==> config.mk <==
export PLATFORM = sky130hd
export DESIGN_NAME = dmem_arbiter
export DESIGN_NICKNAME = d
export VERILOG_FILES = /design/src/rtl/dmem_arbiter.sv
export SDC_FILE = /design/constraint.sdc
export NUM_CORES = 1
export LEC_CHECK = 0
export ABC_AREA = 1
export BUFFER_PORTS_ARGS = -buffer_cell sky130_fd_sc_hd__buf_2
export CORE_AREA = 2 2 131 133
export CTS_CLUSTER_DIAMETER = 120
export DETAILED_ROUTE_END_ITERATION = 7
export DIE_AREA = 0 0 133 135
export SLEW_MARGIN = 15
export SYNTH_ARGS = -nofsm -noshare
export SYNTH_HDL_FRONTEND = slang
export SYNTH_SLANG_ARGS = --single-unit
==> constraint.sdc <==
create_clock -name clk -period 2.8 [get_ports clk]
set_clock_uncertainty 0.05 [all_clocks]
set_input_delay 0.42 -clock clk [delete_from_list [all_inputs] [get_ports clk]]
set_output_delay 0.42 -clock clk [all_outputs]
set_load 0.02 [all_outputs]
==> src/rtl/dmem_arbiter.sv <==
// dmem_arbiter: shares the single data-memory port between the core load/store
// path (single-cycle accesses) and an external burst master (DMA/debug loader).
// Round-robin arbitration on simultaneous requests; the core stalls while it loses.
// Optional feature macro: DMEM_ARB_STATS_EN enables the saturating core stall counter
// on stall_cycles; without it stall_cycles is tied to zero.
module dmem_arbiter #(
  parameter int LEN_W      = 4,
  parameter int WORD_BYTES = 4
) (
  input  logic             clk,
  input  logic             reset,
  input  logic             core_req,
  input  logic             core_we,
  input  logic [31:0]      core_addr,
  input  logic [31:0]      core_wdata,
  output logic [31:0]      core_rdata,
  output logic             core_stall,
  input  logic             ext_req,
  input  logic             ext_we,
  input  logic [31:0]      ext_addr,
  input  logic [LEN_W-1:0] ext_len,
  input  logic [31:0]      ext_wdata,
  output logic [31:0]      ext_rdata,
  output logic             ext_beat,
  output logic             ext_done,
  output logic             mem_we,
  output logic [31:0]      mem_addr,
  output logic [31:0]      mem_wdata,
  input  logic [31:0]      mem_rdata,
  output logic [31:0]      stall_cycles
);

  typedef enum logic {
    ST_IDLE = 1'b0,
    ST_EXT  = 1'b1
  } state_t;

  // Encoding of which master won the most recent arbitration.
  localparam logic RR_CORE = 1'b0;
  localparam logic RR_EXT  = 1'b1;

  state_t           state_q;
  logic             rr_last_q;
  logic [31:0]      base_q;
  logic [LEN_W-1:0] len_q;
  logic             we_l_q;
  logic [LEN_W-1:0] cnt_q;

  logic             core_win_s;
  logic             ext_win_s;
  logic             last_beat_s;
  logic [31:0]      beat_addr_s;

  // Both masters read the same combinational memory data.
  assign core_rdata = mem_rdata;
  assign ext_rdata  = mem_rdata;

  // Arbitration in IDLE: a lone requester wins; on a tie the master that did not win last time goes.
  always_comb begin
    core_win_s = 1'b0;
    ext_win_s  = 1'b0;
    if (state_q == ST_IDLE) begin
      if (core_req && ext_req) begin
        core_win_s = (rr_last_q == RR_EXT);
        ext_win_s  = (rr_last_q == RR_CORE);
      end else begin
        core_win_s = core_req;
        ext_win_s  = ext_req;
      end
    end else begin
      core_win_s = 1'b0;
      ext_win_s  = 1'b0;
    end
  end

  // Beat address wraps modulo 2^32; last beat when the counter reaches the latched length.
  assign beat_addr_s = base_q + (32'(cnt_q) * 32'(WORD_BYTES));
  assign last_beat_s = (cnt_q == len_q);

  // Memory port mux and master status; reset forces writes and burst status off.
  always_comb begin
    mem_we     = 1'b0;
    mem_addr   = core_addr;
    mem_wdata  = core_wdata;
    core_stall = 1'b0;
    ext_beat   = 1'b0;
    ext_done   = 1'b0;
    case (state_q)
      ST_IDLE: begin
        mem_addr   = core_addr;
        mem_wdata  = core_wdata;
        mem_we     = core_win_s & core_we & reset;
        core_stall = core_req & ~core_win_s;
      end
      ST_EXT: begin
        mem_addr   = beat_addr_s;
        mem_wdata  = ext_wdata;
        mem_we     = we_l_q & reset;
        core_stall = core_req;
        ext_beat   = reset;
        ext_done   = reset & last_beat_s;
      end
      default: begin
        mem_we     = 1'b0;
        mem_addr   = core_addr;
        mem_wdata  = core_wdata;
        core_stall = 1'b0;
        ext_beat   = 1'b0;
        ext_done   = 1'b0;
      end
    endcase
  end

  // Arbiter FSM: latch burst parameters on an external win, then step one beat per cycle.
  always_ff @(posedge clk) begin
    if (!reset) begin
      state_q   <= ST_IDLE;
      rr_last_q <= RR_EXT;
      base_q    <= 32'h0000_0000;
      len_q     <= '0;
      we_l_q    <= 1'b0;
      cnt_q     <= '0;
    end else begin
      case (state_q)
        ST_IDLE: begin
          if (ext_win_s) begin
            base_q    <= ext_addr;
            len_q     <= ext_len;
            we_l_q    <= ext_we;
            cnt_q     <= '0;
            rr_last_q <= RR_EXT;
            state_q   <= ST_EXT;
          end else if (core_win_s) begin
            rr_last_q <= RR_CORE;
            state_q   <= ST_IDLE;
          end else begin
            state_q   <= ST_IDLE;
          end
        end
        ST_EXT: begin
          cnt_q <= cnt_q + 1'b1;
          if (last_beat_s) begin
            state_q <= ST_IDLE;
          end else begin
            state_q <= ST_EXT;
          end
        end
        default: begin
          state_q <= ST_IDLE;
        end
      endcase
    end
  end

`ifdef DMEM_ARB_STATS_EN
  logic [31:0] stall_cnt_q;
  logic [31:0] stall_cnt_d;

  // Next stall count: increment on a stalled core cycle, holding at all-ones.
  always_comb begin
    stall_cnt_d = stall_cnt_q;
    if (core_stall && (stall_cnt_q != 32'hFFFF_FFFF)) begin
      stall_cnt_d = stall_cnt_q + 32'd1;
    end else begin
      stall_cnt_d = stall_cnt_q;
    end
  end

  // Stall counter register, cleared by reset.
  always_ff @(posedge clk) begin
    if (!reset) begin
      stall_cnt_q <= 32'h0000_0000;
    end else begin
      stall_cnt_q <= stall_cnt_d;
    end
  end

  assign stall_cycles = stall_cnt_q;
`else
  assign stall_cycles = 32'h0000_0000;
`endif

endmodule

### Yosys cells after proc, flatten, opt, wreduce, memory -nomap -nowiden

Index checks and enable logic that the tools add are counted.

* register bits: 43
* input port bits: 170
* output and inout port bits: 164
* logic and storage cells: 39

* add/sub/neg operators: 2
* eq/ne operators: 2
* muxes and demuxes: 17
* bitwise operators: 8
* reductions and logical operators: 4

Operator list (count)
* 32-bit case mux with 2 select lines: 2
* 32-bit by 6-bit adder with 32-bit output: 1
* 1-bit two-way mux: 10
* 4-bit case mux with 2 select lines: 1
* 1-bit case mux with 2 select lines: 3
* 1-bit AND: 5
* 4-bit by 1-bit adder with 4-bit output (second input constant): 1
* 4-bit == test: 1
* 4-bit two-way mux: 1
* 2-bit AND reduction: 2
* 1-bit inverter: 3
* 2-bit inequality test (second input constant): 1
* 2-bit nonzero test: 1
* 1-bit logical AND: 1

### Depth between registers and ports, before layout

Gate-level depths: netlist of the first run.

* depth after elaboration: 6
* gate-level depth with buffers: 11
* mapped depth without buffers: 11

### Least setup slack after synthesis of the first run

Ideal clock, no wire load.

* kind: reg2out
* start point: register cnt_q[0]
* end point: output mem_addr[8]
* arrival: 1.799 ns
* data required time: 2.330 ns
* slack: 0.531 ns
* stages on the path, launching flop included: 8
* path buffers: 0
* cell sequence: dfxtp_1 -> ha_1 -> fa_1 -> nand2_1 -> nand3_2 -> nand3_1 -> xor2_1 -> o21ai_0

* word-level cells in the longest chain between the ends: 2

RTL lines
* start: declaration: line 47 `logic [LEN_W-1:0] cnt_q;`
* start signal: assignment: line 141 `cnt_q <= cnt_q + 1'b1;`
* 32-bit by 6-bit adder with 32-bit output: line 77 `assign beat_addr_s = base_q + (32'(cnt_q) * 32'(WORD_BYTES));`
* 32-bit case mux with 2 select lines: line 88 `case (state_q)`
* end: declaration: line 27 `output logic [31:0] mem_addr,`

Every way passes these cells.

### Final worst setup path of the first run

Same ends and word-level chain as after synthesis.

==> run_results.csv, run 1 <==
group,metric,value,unit
outcome,outcome,"finished clean",
critical_path,crit_required,2.33,ns
synth,netlist_instances,691,
cts,insertion_delay,0.29,ns
synth,synth_seq_cells,43,
critical_path,regToRegSetupSlack,0.98,ns
sta,finalSetupTns,0,ns
placed_design,port_buffers,205,
sta,finalHoldViolCount,0,
sta,finalSetupViolCount,0,
synth,synth_ff_type,"dfxtp_1",
sta,period_minus_slack,2.60,ns
routing,finalWirelength,15700,µm
die,num_rows,47,
placed_design,gp_congestion,0.844,
critical_path,cp.arrival,2.13,ns
synth,ys_seq_area_share,21.2,%
critical_path,reg2reg_depth,5,
critical_path,cp-end-kind,"primary output",
final_layout,area_delta_synth_final,19.7,%
critical_path,start_kind,"flop",
routing,first_pass_iters,4,
sta,rsz0062_at_grt,"no",
die,ios,334,
die,die_x,133,µm
cts,root_buffer,"clkbuf_16",
synth,netlist.area_leader.share,24.6,%
sta,slew-limit-headroom,57.8,%
power_and_ir_drop,irDropWorstVdd,188,µV
synth,synth.largest_area_cell,"nand2_1",
routing,wl_per_cell,15.0,µm
cts,cts_sinks,43,
synth,synth-edff-count,0,
global_routing,grt_pass1_wl,22900,µm
hold_path,hold_class,"in -> reg",
power_and_ir_drop,p_per_area,437,nW/µm²
cts,cts_buffers,5,
synth,yosys-top-cells-count,"nand2_1, buf_4, inv_1",
die,initial_core_util,24.8,%
routing,drt_iter0_drc,215,
power_and_ir_drop,p_leak,0.00261,µW
sta,period_share,92.9,%
synth,yosys.cell_count.top_type,"nand2_1",
sta,timing.fmax,0.384,GHz
die,core_area,16400,µm²
die,fp.dieArea,18000,µm²
routing,antenna_left,0,
synth,synth.distinct_cells,31,
routing,vias,4393,
flow_run,drv_cap,0,
critical_path,cp_max_fo,6,
synth,async_flop_share,0,%
final_layout,fin_area,4870,µm²
critical_path,critPathKind,"reg -> out",
die,die_h,135,µm
global_routing,grt_pass1_vias,4023,
routing,via_per_inst,4.22,
synth,synth_area,4070,µm²
global_routing,gr-total-overflow,0,
cts,cts_tree,"built",
cts,cts_max_level,2,
cts,clk_transition_reported_paths,0.06,ns
placed_design,placed_cell_area,4700,µm²
cts,cts_buffer_depth,2,
sta,tightestPinTransition,0.632,ns
synth,syn_avg_cell_area,5.88,µm²
final_layout,fin_nets,996,
power_and_ir_drop,total_power,2130,µW
global_routing,grt.total_usage,16.7,%
synth,netlist_top_cells_area,"nand2_1, dfxtp_1, buf_4",
sta,drv_slew,0,
placed_design,dp_hpwl,13100,µm
hold_path,worst_hold_path.num_cells,3,
global_routing,grt_antenna_before_repair,5,
synth,yosys_warnings,0,
global_routing,grt_start_max_net_pins,60,
final_layout,drive_gt1_share,29.4,%
routing,drc,0,
==> where the power goes <==
group	switching, µW	total (µW)	leakage [µW]	internal (µW)
registers	55.7	719	0.000354	663
logic	498	747	0.00218	249
clock network	243	660	0.0000769	416
==> path summary, 6_finish.rpt <==
kind	from	end
setup reg to reg	state_q$_SDFF_PN0_	base_q[2]$_SDFFE_PN0P_
setup / recovery	cnt_q[0]$_SDFFE_PN0P_	mem_addr[8]
hold / removal	ext_len[1]	len_q[1]$_SDFFE_PN0P_
hold reg to reg	base_q[1]$_SDFFE_PN0P_	base_q[1]$_SDFFE_PN0P_
==> flip-flops by register name, indices dropped and copies added, names as in the netlist <==
signal / cells
base_q: 32
cnt_q: 4
len_q: 4
rr_last_q: 1
state_q: 1
we_l_q: 1
==> through the flow <==
| step | util [%] | hold slack [ns] | instances | setup slack [ns] |
|---|---|---|---|---|
| after global routing | 29.6 | 0.327 | 1041 | 0.0292 |
| after floorplan | - | 0.375 | 722 | 0.531 |
| after CTS | 29.6 | 0.319 | 1040 | 0.106 |
| final | 29.7 | 0.323 | 1042 | 0.198 |
| after global placement | 28.6 | 0.390 | 1033 | 0.469 |
| after detailed placement | 28.6 | 0.394 | 1033 | 0.431 |
==> cells by family (layout without fill, tap and decap cells) <==
group	count (synthesis)	count (layout)	synth area share [%]
AND/OR/NAND/NOR	369	369	38.0
flip-flops	43	43	21.2
AO/OA/AOI/OAI	90	90	11.5
adder cells (fa/ha/maj)	6	6	2.03
XOR/XNOR	7	7	1.51
buffers and inverters	175	273	25.8
other	1	34	0.0922
==> area by class of cell <==
| type | count | area [µm²] |
|---|---|---|
| fillers | 1858 | 11500 |
| multi-input cells | 504 | 2280 |
| repair buffers | 213 | 1090 |
| flip-flops and latches | 43 | 863 |
| well taps | 220 | 275 |
| inverters | 53 | 199 |
| clock buffers | 6 | 129 |
| clock inverters | 1 | 30.0 |
| diodes | 2 | 5.00 |
==> repair_timing <==
item                                    in CTS  in global routing
endpoints found under the setup margin       0                  4
setup buffers                                0                  0
resized for setup                            0                  3
hold buffers                                 0                  0
==> per-layer routing <==
metal  vias up  routed length [µm]  GRT usage (%)  share of wire [%]
met4         6                 260           4.36                1.7
met2       171                7550           29.5                 48
met3        24                1280           5.52                8.2
met5         -                  40              0               0.26
li1       2311                   -              -                  -
met1      1881                6530           19.3                 42
==> placed cells by master (no fill, tap or decap), types with 8 or more instances in the layout <==
cell type | netlist | routed
buf_4 | 100 | 8
a21oi_1 | 41 | 41
dfxtp_1 | 43 | 41
nor2_1 | 34 | 33
buf_2 | 12 | 205
nand2_1 | 266 | 266
nand3_1 | 42 | 42
o21ai_0 | 40 | 40
conb_1 | 1 | 32
inv_1 | 51 | 51
nand4_1 | 8 | 8
==> critical path, stage by stage (launching register included) <==
cell and delay, ns:
dfxtp_2 0.35, ha_2 0.20, fa_1 0.38, nand2_1 0.11, nand3_2 0.10, nand3_1 0.19
xor2_1 0.24, o21ai_0 0.09, buf_2 0.18
Power figures use the tool's default switching activity.
==> run 2: changes to the inputs <==
ABC_AREA = unset   (was 1)
CORE_AREA = 2 2 128 130   (was 2 2 131 133)
CTS_BUF_LIST = sky130_fd_sc_hd__clkbuf_4 sky130_fd_sc_hd__clkbuf_8   (was unset)
DIE_AREA = 0 0 130 132   (was 0 0 133 135)
GPL_TIMING_DRIVEN = 0   (was unset)
==> run 2 against run 1 <==
  * The flow now finishes with violations (negative setup slack)
  * Core utilization increased by 9.3 points
  * Final area increased by 26%
  * Non-clock buffer count is 189 higher
  * Register-to-register slack worse by 0.14 ns
  * Cell count up 0.29%
  * Worst setup slack got worse by 0.29 ns
  * Synthesized cell count shrank 26%
  * Die area decreased by 4.4%
  * Sequential share of layout area shrank 3.4 points
  * Total power is 1.6% higher
  * Critical path type unchanged
  * Critical endpoint is now mem_addr[26]
  * Largest cell class unchanged
  * Largest power group unchanged
==> run_results.csv, run 2 <==
group,metric,value,unit
outcome,violations,"negative setup slack",
synth,netlist_top_cells_area,"dfxtp_1, buf_4, mux2_2",
final_layout,fillCellCount,1690,
synth,synth_mux_area_share,11.2,%
routing,wl_per_cell,14.8,µm
global_routing,grt.total_usage,16.8,%
synth,synth_xor_area_share,1.56,%
synth,netlist_instances,514,
sta,finalSetupTns,-0.463,ns
critical_path,start_kind,"flop",
placed_design,pre_cts_ws,-0.371,ns
die,num_rows,46,
final_layout,top_register,"base_q",
routing,drc,0,
cts,hold_buffers,0,
sta,layout_setup_ws,-0.0872,ns
power_and_ir_drop,p_leak,0.00287,µW
sta,rsz0062_at_grt,"yes",
routing,via_per_inst,4.31,
placed_design,port_buffers,268,
sta,period_share,103,%
cts,cts_tree,"built",
final_layout,layout_commonest_cell,"buf_2",
sta,finalHoldViolCount,0,
die,core_area,15700,µm²
synth,syn_avg_cell_area,7.62,µm²
final_layout,largest_reg_flops,32,
synth,ys_seq_area_share,22.0,%
cts,cts_sinks,43,
cts,cts_max_level,2,
global_routing,gr-total-overflow,0,
cts,cts_buffer_depth,2,
synth,synth_compound_area_share,18.6,%
die,die_h,132,µm
synth,async_flop_share,0,%
final_layout,most-common-layout-cells,"buf_2, buf_4, nand2_1",
critical_path,crit_required,2.33,ns
sta,tightestPinTransition,0.623,ns
global_routing,grt_pass1_vias,4226,
routing,vias,4509,
final_layout,reg_top3,"base_q (32), cnt_q (4), len_q (4)",
critical_path,cp-end-kind,"primary output",
synth,yosys-top-cells-count,"buf_4, nand2_1, dfxtp_1",
routing,first_pass_iters,4,
synth,yosys.cell_count.top_type,"buf_4",
sta,timing.fmax,0.346,GHz
synth,synth_seq_cells,43,
synth,yosys.area_share.simple,22.5,%
critical_path,cp_max_fo,4,
routing,finalWirelength,15400,µm
sta,finalSetupViolCount,9,
synth,synth_ff_type,"dfxtp_1",
sta,period_minus_slack,2.89,ns
final_layout,n_antenna_cell,0,
global_routing,grt_antenna_before_repair,0,
placed_design,gp_congestion,0.853,
routing,drt_iter0_drc,182,
synth,synth-edff-count,0,
die,ios,334,
cts,insertion_delay,0.30,ns
hold_path,hold_class,"in -> reg",
sta,drv_slew,0,
global_routing,grt_start_max_net_pins,13,
synth,synth_top_family_by_area,"simple AND/OR/NAND/NOR gates",
routing,antenna_left,0,
cts,cts_buffers,5,
sta,slew-limit-headroom,58.5,%
final_layout,area_delta_synth_final,56.2,%
synth,synth.distinct_cells,50,
flow_run,drv_cap,0,
cts,root_buffer,"clkbuf_8",
synth,synthAdderAreaFrac,2.11,%
synth,netlist.area_leader.share,22.0,%
placed_design,dp_hpwl,12900,µm
global_routing,grt_pass1_wl,23000,µm
die,initial_core_util,24.9,%
die,die_x,130,µm
synth,synth.largest_area_cell,"dfxtp_1",
cts,clk_transition_reported_paths,0.08,ns
critical_path,cp.arrival,2.42,ns
critical_path,critPathKind,"reg -> out",
synth,synth_area,3920,µm²
synth,yosys_warnings,0,
outcome,outcome,"finished, violations left",
die,fp.dieArea,17200,µm²
final_layout,drive_gt1_share,55.6,%
sta,fin_hold_ws,0.311,ns
power_and_ir_drop,irDropWorstVdd,210,µV
power_and_ir_drop,p_per_area,353,nW/µm²
final_layout,fin_nets,1005,
run 2: cell count changes after synthesis, sizes merged, moves of 17 or more:
cell	delta
nand3	-36
o21ai	-29
inv	-44
a21oi	-33
a21boi	+39
nand2	-184
a31oi	+17
mux2	+38
run 2: cell type report:
class	count	area (µm²)	area share, %
repair buffers	277	1470	24.1
well taps	216	270	4.41
plain buffers	125	871	14.2
clock inverters	1	30.0	0.490
multi-input cells	369	2490	40.8
flip-flops and latches	43	876	14.3
inverters	8	30.0	0.490
clock buffers	6	76.3	1.25
run 2: metal layers:
metal	vias to the layer above	GRT usage [%]	routed length [µm]
met5	-	0	0
met3	6	2.39	1060
met2	181	29.2	7370
li1	2302	-	-
met4	0	1.85	67
met1	2020	22.7	6930
run 2: critical path, cell delays in order (launching register included):
cell      delay, ns
dfxtp_4        0.37
ha_4           0.14
fa_2           0.25
a211oi_4       0.08
buf_4          0.17
nor3_4         0.19
or4b_1         0.48
a31oi_1        0.22
buf_4          0.19
run 2: path summary, 6_finish.rpt:
check | startpoint | end | slack, ns | cells past startpoint
worst max register to register | state_q$_SDFF_PN0_ | we_l_q$_SDFFE_PN0P_ | 0.84 | 6
worst min-delay path | ext_addr[14] | base_q[14]$_SDFFE_PN0P_ | 0.31 | 3
worst max-delay path | cnt_q[0]$_SDFFE_PN0P_ | mem_addr[26] | -0.09 | 8
worst min register to register | len_q[2]$_SDFFE_PN0P_ | len_q[2]$_SDFFE_PN0P_ | 0.42 | 2
run 2: cells by family after synthesis:
group,count (synthesis)
flops,43
fa+ha+maj,6
buf+inv,133
xor+xnor,7
other cells,1
compound gates,105
mux,39
simple gates,180
run 2: timing repair:
| action | 4_1_cts | 5_1_grt |
|---|---|---|
| resized for setup | 53 | 28 |
| endpoints found under the setup margin | 28 | 24 |
| pin swaps | 20 | 13 |
| setup buffers | 4 | 4 |
| cloned | 1 | 0 |
run 2: power breakdown:
part	total [µW]	internal (µW)	switching, µW
Combinational	980	432	548
Clock	482	271	211
Sequential	697	649	48.3
Total	2160	1350	807
run 2: per-stage QoR:
step	power [µW]	instances	area (µm²)	utilization, %
finish	2160	1045	6120	39.0
global route	2290	1045	6120	39.0
detailed placement	1650	1029	5650	35.9
CTS	2160	1041	6010	38.2
global placement	1640	1029	5650	35.9
floorplan	1310	545	4040	-
==> run 3: changes to the inputs <==
CTS_BUF_LIST = sky130_fd_sc_hd__clkbuf_16   (was sky130_fd_sc_hd__clkbuf_4 sky130_fd_sc_hd__clkbuf_8)
HOLD_SLACK_MARGIN = 0.12   (was unset)
==> run 3 against run 2 <==
  * The flow still finishes with violations (negative setup slack)
  * First-iteration DRC count fell by 0.55%
  * Total power rose by 7.4%
  * Via count rose by 0.33%
  * Die area did not move
  * Cell count barely moved
  * Maximum frequency rose by 0.71%
  * Sequential share of layout area fell by 0.15 points
  * Clock power rose by 33%
  * Worst setup slack improved by 0.020 ns
  * Largest power group unchanged
==> run_results.csv, run 3 (synthesized netlist as in run 2, its figures left out) <==
group,metric,value,unit
global_routing,top_usage_layer,"met2",
routing,antenna_left,0,
routing,wl_per_cell,14.7,µm
final_layout,fin_area,6150,µm²
routing,drt_iter0_drc,181,
sta,timing.fmax,0.349,GHz
routing,first_pass_iters,4,
cts,cts_sinks,43,
critical_path,cp-end-kind,"primary output",
flow_run,drv_cap,0,
critical_path,start_kind,"flop",
power_and_ir_drop,switchingPower,825,µW
hold_path,hold_class,"in -> reg",
sta,rsz0062_at_grt,"yes",
critical_path,cp.arrival,2.40,ns
global_routing,grt.total_usage,16.8,%
placed_design,placed_cell_area,5650,µm²
sta,finalHoldViolCount,0,
global_routing,grtUsageMet3,2.39,%
power_and_ir_drop,p_int,1490,µW
routing,via_per_inst,4.33,
sta,drv_slew,0,
global_routing,grt_pass1_wl,23100,µm
power_and_ir_drop,p_leak,0.00289,µW
sta,period_share,102,%
critical_path,crit_required,2.33,ns
critical_path,critPathKind,"reg -> out",
outcome,violations,"negative setup slack",
routing,drc,0,
power_and_ir_drop,irDropWorstVdd,267,µV
final_layout,drive_gt1_share,55.3,%
power_and_ir_drop,p_per_area,377,nW/µm²
final_layout,area_delta_synth_final,57.0,%
global_routing,use_met2,29.0,%
outcome,outcome,"finished, violations left",
cts,insertion_delay,0.28,ns
global_routing,gr-usage-met1,22.9,%
placed_design,dp_hpwl,12900,µm
cts,clk_transition_reported_paths,0.06,ns
sta,period_minus_slack,2.87,ns
global_routing,grt_antenna_before_repair,0,
cts,cts_tree,"built",
cts,root_buffer,"clkbuf_16",
sta,finalSetupViolCount,7,
final_layout,n_antenna_cell,0,
die,die_x,130,µm
die,ios,334,
die,die_h,132,µm
power_and_ir_drop,p_clk_share,27.6,%
die,core_area,15700,µm²
cts,cts_max_level,2,
cts,hold_buffers,0,
cts,cts_buffer_depth,2,
die,num_rows,46,
placed_design,port_buffers,268,
sta,slew-limit-headroom,58.5,%
final_layout,top_register,"base_q",
global_routing,grt_start_max_net_pins,13,
power_and_ir_drop,seq_power_share,30.1,%
global_routing,grt_pass1_vias,4210,
final_layout,fillCellCount,1687,
final_layout,fin_nets,1004,
placed_design,pre_cts_ws,-0.371,ns
placed_design,gp_congestion,0.853,
sta,tightestPinTransition,0.623,ns
final_layout,largest_reg_flops,32,
routing,vias,4524,
critical_path,cp_max_fo,4,
routing,finalWirelength,15400,µm
final_layout,most-common-layout-cells,"buf_2, buf_4, nand2_1",
power_and_ir_drop,switching_share,35.6,%
global_routing,gr-total-overflow,0,
power_and_ir_drop,p_comb_share,42.2,%
cts,cts_buffers,5,
die,fp.dieArea,17200,µm²
sta,layout_setup_ws,-0.0668,ns
die,initial_core_util,24.9,%
final_layout,layout_commonest_cell,"buf_2",
final_layout,reg_top3,"base_q (32), cnt_q (4), len_q (4)",
[run 3: cell count changes in the layout (fill, tap and decap cells not counted), sizes merged]
cell    before  now
buf        384  383
clkbuf      24   23
inv          8    9
[run 3: worst max-delay path, cell delays in order, from the launching register on]
cell and delay [ns]:
dfxtp_4 0.37, ha_4 0.14, fa_2 0.25, a211oi_4 0.08
buf_4 0.17, nor3_4 0.19, or4b_1 0.48, a31oi_1 0.23
buf_4 0.19
[run 3: worst paths after layout]
check             slack (ns)  cells past startpoint                endpoint                  start
hold / removal          0.33                      3  base_q[5]$_SDFFE_PN0P_            ext_addr[5]
setup / recovery       -0.07                      8            mem_addr[26]  cnt_q[0]$_SDFFE_PN0P_
setup reg to reg        0.91                      6     we_l_q$_SDFFE_PN0P_     state_q$_SDFF_PN0_
hold reg to reg         0.41                      2   len_q[2]$_SDFFE_PN0P_  len_q[2]$_SDFFE_PN0P_
[run 3: routing by layer]
layer  wire length (µm)  share of wire [%]
met4                 46               0.30
met2               7400                 48
met3               1040                6.8
met1               6900                 45
met5                  0                  0
[run 3: stage by stage]
| stage | setup TNS (ns) | power (µW) | cells | hold slack [ns] | utilization, % |
|---|---|---|---|---|---|
| after floorplan | 0 | 1310 | 545 | 0.390 | - |
| after global placement | -2.39 | 1640 | 1029 | 0.404 | 35.9 |
| after detailed placement | -2.92 | 1650 | 1029 | 0.409 | 35.9 |
| after CTS | -0.267 | 2320 | 1042 | 0.330 | 38.5 |
| after global routing | -1.08 | 2450 | 1044 | 0.337 | 39.2 |
| final | -0.230 | 2320 | 1044 | 0.329 | 39.2 |
[run 3: area by class of cell]
type	count	area [µm²]	area share [%]
buffer	125	867	14.1
multi-input combinational	369	2490	40.5
tap	216	270	4.39
inverter	8	30.0	0.488
clock inverter	2	33.8	0.549
sequential	43	871	14.2
clock buffer	5	125	2.03
timing repair buffer	276	1460	23.8
[run 3: power groups by stage]
stage | clock (µW) | sequential (µW) | combinational [µW]
finish | 641 | 698 | 979
detailed placement | 0 | 707 | 943
global placement | 0 | 705 | 938
global route | 679 | 705 | 1060
CTS | 651 | 695 | 973
floorplan | 0 | 693 | 618
[run 3: timing repair]
item                                    in CTS  in global routing
endpoints found under the hold margin        0                  0
setup buffers                                5                  2
endpoints found under the setup margin      28                 20
gates cloned                                 1                  0
resized for setup                           47                 29
pin swaps                                   17                 15
